===== src/rtl/sub2_pipe.sv =====
// Two-stage Kogge-Stone subtractor (diff = a - b, borrow = a < b) behind a valid/ready skid-free pipe.
// Latency 2 when unstalled, 1 result/cycle; define SUB2_SAT_EN to clamp diff to 0 on borrow.
module sub2_pipe #(
  parameter int WIDTH = 8
) (
  input  logic             clk,
  input  logic             rst_n,
  input  logic [WIDTH-1:0] a_in,
  input  logic [WIDTH-1:0] b_in,
  input  logic             in_valid,
  output logic             in_ready,
  output logic [WIDTH-1:0] diff,
  output logic             borrow,
  output logic             out_valid,
  input  logic             out_ready
);

  localparam int LVLS = $clog2(WIDTH);

  logic             s1_vld_q, s1_vld_d;
  logic [WIDTH-1:0] s1_p_q, s1_p_d;
  logic [WIDTH-1:0] s1_g_q, s1_g_d;
  logic             s2_vld_q, s2_vld_d;
  logic [WIDTH-1:0] diff_q, diff_d;
  logic             borrow_q, borrow_d;

  logic             in_xfer;
  logic             s2_adv;
  logic [WIDTH-1:0] b_inv;

  logic [LVLS:0][WIDTH-1:0] pre_g;
  logic [LVLS:0][WIDTH-1:0] pre_p;
  logic [WIDTH-1:0]         carry;
  logic [WIDTH-1:0]         sum;
  logic                     cout;

  // Holding rst_n low also masks the handshakes so nothing moves on a reset edge.
  assign s2_adv    = s1_vld_q & (~s2_vld_q | out_ready);
  assign in_ready  = rst_n & (~s1_vld_q | s2_adv);
  assign in_xfer   = in_valid & in_ready;
  assign out_valid = rst_n & s2_vld_q;
  assign b_inv     = ~b_in;

  always_comb begin
    s1_p_d   = s1_p_q;
    s1_g_d   = s1_g_q;
    s1_vld_d = in_xfer | (s1_vld_q & ~s2_adv);
    if (in_xfer) begin
      s1_p_d = a_in ^ b_inv;
      s1_g_d = a_in & b_inv;
      // Carry-in of 1 folded into bit 0: bit 0 generates whenever it propagates.
      s1_g_d[0] = (a_in[0] & b_inv[0]) | (a_in[0] ^ b_inv[0]);
    end
  end

  assign pre_g[0] = s1_g_q;
  assign pre_p[0] = s1_p_q;

  for (genvar k = 0; k < LVLS; k++) begin : g_lvl
    for (genvar i = 0; i < WIDTH; i++) begin : g_bit
      if (i >= (1 << k)) begin : g_merge
        assign pre_g[k+1][i] = pre_g[k][i] | (pre_p[k][i] & pre_g[k][i-(1<<k)]);
        assign pre_p[k+1][i] = pre_p[k][i] & pre_p[k][i-(1<<k)];
      end else begin : g_pass
        assign pre_g[k+1][i] = pre_g[k][i];
        assign pre_p[k+1][i] = pre_p[k][i];
      end
    end
  end

  // Group generate (i:0) is the carry into bit i+1.
  assign carry = {pre_g[LVLS][WIDTH-2:0], 1'b1};
  assign sum   = s1_p_q ^ carry;
  assign cout  = pre_g[LVLS][WIDTH-1];

  always_comb begin
    diff_d   = diff_q;
    borrow_d = borrow_q;
    s2_vld_d = s2_adv | (s2_vld_q & ~out_ready);
    if (s2_adv) begin
      borrow_d = ~cout;
`ifdef SUB2_SAT_EN
      diff_d = cout ? sum : '0;
`else
      diff_d = sum;
`endif
    end
  end

  always_ff @(posedge clk) begin
    if (!rst_n) begin
      s1_vld_q <= 1'b0;
      s1_p_q   <= '0;
      s1_g_q   <= '0;
      s2_vld_q <= 1'b0;
      diff_q   <= '0;
      borrow_q <= 1'b0;
    end else begin
      s1_vld_q <= s1_vld_d;
      s1_p_q   <= s1_p_d;
      s1_g_q   <= s1_g_d;
      s2_vld_q <= s2_vld_d;
      diff_q   <= diff_d;
      borrow_q <= borrow_d;
    end
  end

  assign diff   = diff_q;
  assign borrow = borrow_q;

endmodule


===== config.mk =====
export PLATFORM = sky130hd
export DESIGN_NAME = sub2_pipe
export DESIGN_NICKNAME = d
export VERILOG_FILES = /design/src/rtl/sub2_pipe.sv
export SDC_FILE = /design/constraint.sdc
export NUM_CORES = 1
export LEC_CHECK = 0
export BUFFER_PORTS_ARGS = -buffer_cell sky130_fd_sc_hd__buf_4
export CORE_ASPECT_RATIO = 2
export CORE_MARGIN = 2
export CORE_UTILIZATION = 42
export DETAILED_ROUTE_END_ITERATION = 7
export PLACE_DENSITY_LB_ADDON = 0.2
export SETUP_SLACK_MARGIN = 0.02
export SLEW_MARGIN = 40
export SYNTH_ARGS = -nofsm -noshare
export SYNTH_HDL_FRONTEND = slang
export SYNTH_SLANG_ARGS = --single-unit

===== constraint.sdc =====
create_clock -name clk -period 1.89 [get_ports clk]
set_clock_uncertainty 0.1 [all_clocks]
set_input_delay 0.0945 -clock clk [delete_from_list [all_inputs] [get_ports clk]]
set_output_delay 0.0945 -clock clk [all_outputs]
set_load 0.02 [all_outputs]

==> flow_summary_export.csv <==
group,metric,value,unit
synthesis,yosys_register_bits,27,
sta,tns,0,ns
finish,nets,226,
die,num_rows,29,
sta,rsz0062_at_grt,"false",
synthesis,yosys_warnings,0,
sta,setup_viol,0,
die,coreArea,3120,um2
clock_tree,cts_inserted_buffers,3,
synthesis,synthesis.nets,195,
sta,max_freq,644,MHz
synthesis,ys_types,34,
global_routing,grt_pass1_vias,1115,
clock_tree,cts_tree,"done",
setup_path,worst_setup_path_start_kind,"flip-flop",
placement,place_hpwl,2150,um
finish,fin_cells,227,
setup_path,crit_type,"flip-flop to flip-flop",
clock_tree,clkTransAtPathRegs,0.09,ns
sta,setup_slack,0.336,ns
worst_hold_path,hold_path.class,"input pin to flip-flop",
synthesis,async_reset_ff_share,0,%
placement,post-place-ws,0.367,ns
placement,place_inst,222,
drt,met3WireLength,80,um
sta,finalCriticalPeriod,1.55,ns
synthesis,synth_most_common_cell,"dfxtp_1",
power,p_leak,0.000766,uW
sta,drv_slew,0,
clock_tree,cts_max_path_buffers,2,
sta,whs,0.00195,ns
drt,wl,2700,um
synthesis,ys_top_cells_by_count,"dfxtp_1, inv_1, nand3_1",
clock_tree,htreeDepth,1,
placement,dpl_cell_area,1600,um2
die,ioPinCount,31,
synthesis,yosys.area.top_type,"dfxtp_1",
finish,syn_to_final_growth,23.2,%
setup_path,crit_path_max_fanout,3,
synthesis,syn_area,1350,um2
die,die_area,3710,um2
finish,drive_above_1_share,23.0,%
die,initial_utilization,43.3,%
sta,slew-limit-headroom,77.0,%
synthesis,synth-main-ff-cell,"dfxtp_1",
sta,hold_viol,0,
drt,met2_length,1460,um
synthesis,ys_seq_area_share,40.0,%
die,die_h,84.2,um
sta,fin_crit_sh,82.2,%
drt,highest_layer,"met4",
finish,diodes,0,
clock_tree,clockRootBuffer,"clkbuf_8",
power,power_density,704,nW/um2
setup_path,cp.required,1.98,ns
drt,detail_route.wirelength.met1,1090,um
drt,avgRoutedWirePerCell,11.9,um
setup_path,cp.arrival,1.65,ns
finish,postLayoutCellArea,1660,um2
global_routing,grt_start_max_net_pins,27,
placement,globalplace.congestion,0.778,
global_routing,grt-ovfl-total,0,
die,die_w,44.1,um
drt,drt.antenna.violating_nets,0,
drt,drc,0,
power,vdd.ir_drop.worst,0.482,mV
placement,portBuffers,30,
synthesis,yosys-top-cells-area,"dfxtp_1, ha_1, nand3_1",
drt,vias_per_cell,5.21,
global_routing,grt_usage,16.1,%
synthesis,synth_cells,166,
synthesis,synth_top_area_share,40.0,%
drt,num_vias,1183,
sta,tightest_slew,0.345,ns
drt,drt_first_pass_iters,4,
clock_tree,clk_latency,0.28,ns
synthesis,avgSynthCellArea,8.13,um2
global_routing,antenna_found_initial,0,
global_routing,grt_pass1_wl,4650,um
clock_tree,cts_sinks,27,
run,cap_violations,0,
setup_path,cp-end-kind,"flip-flop",
run_status,status,"complete, no violations",
drt,drtIter0Drc,17,
synthesis,synth-edff-count,0,
through the flow:
step	power, uW	utilization, %
CTS	1180	53.3
global placement	842	51.4
global route	1230	53.3
detailed placement	848	51.4
finish	1170	53.3
floorplan	767	-
cells in the final DEF (no fill, tap or decap), types with 2 or more instances in the layout:
cell	n
clkbuf_8	3
nand2_1	14
a21oi_1	14
ha_1	9
dfxtp_1	27
nand3_1	21
inv_1	24
a21o_1	2
nor2_1	3
buf_4	34
nand2b_1	2
and2_1	3
o21ai_0	17
worst paths after layout:
kind                            endpoint  startpoint  cells past startpoint  slack (ns)
worst min register to register   diff[3]     diff[3]                      2        0.36
worst max-delay path             diff[6]   s1_g_q[0]                      5        0.34
worst min-delay path            s2_vld_q   out_ready                      4       0.002
worst max register to register   diff[6]   s1_g_q[0]                      5        0.34
where the power goes:
part           internal [uW]  total, uW  switching [uW]
clock network            150        336             186
logic                   93.2        191            98.1
registers                606        644            37.5
total                    850       1170             321
layer usage:
| metal | vias up | global-route usage [%] |
|---|---|---|
| met5 | - | 0 |
| met4 | 0 | 7.44 |
| met3 | 7 | 1.94 |
| met2 | 25 | 28.3 |
| met1 | 527 | 18.1 |
| li1 | 624 | - |
area by class of cell:
cell class                 count  area [um2]
fill                         312        1460
multi-input combinational    105         676
sequential                    27         541
timing repair buffer          35         265
inverter                      25        93.8
clock buffer                   3        41.3
tap                           31        38.8
clock inverter                 1        7.51
timing repair:
action | 4_1_cts | 5_1_grt
setup buffers | 0 | 0
hold buffers | 1 | 0
endpoints found under the hold margin | 2 | 0
resized for setup | 0 | 0
critical path, cell delays in order, from the launching register on:
cell	delay, ns
dfxtp_1	0.38
ha_1	0.18
o211a_1	0.18
o211ai_2	0.13
a2111o_1	0.41
o311ai_1	0.09
cell families (layout without fill, tap and decap cells):
logic type	after synthesis	after routing	share of synthesized area [%]
flip-flops	27	27	40.0
AND/OR/NAND/NOR	50	50	18.8
AO/OA/AOI/OAI	44	44	21.4
buffers and inverters	34	64	9.92
multiplexers	1	1	0.834
adder cells (fa/ha/maj)	9	9	8.34
XOR/XNOR	1	1	0.649
flip-flops by register name (all words and copies together) (netlist names):
name / count
s1_g_q: 8
s1_vld_q: 1
diff: 8
s2_vld_q: 1
borrow: 1
s1_p_q: 8
(Power assumes the default switching activity.)
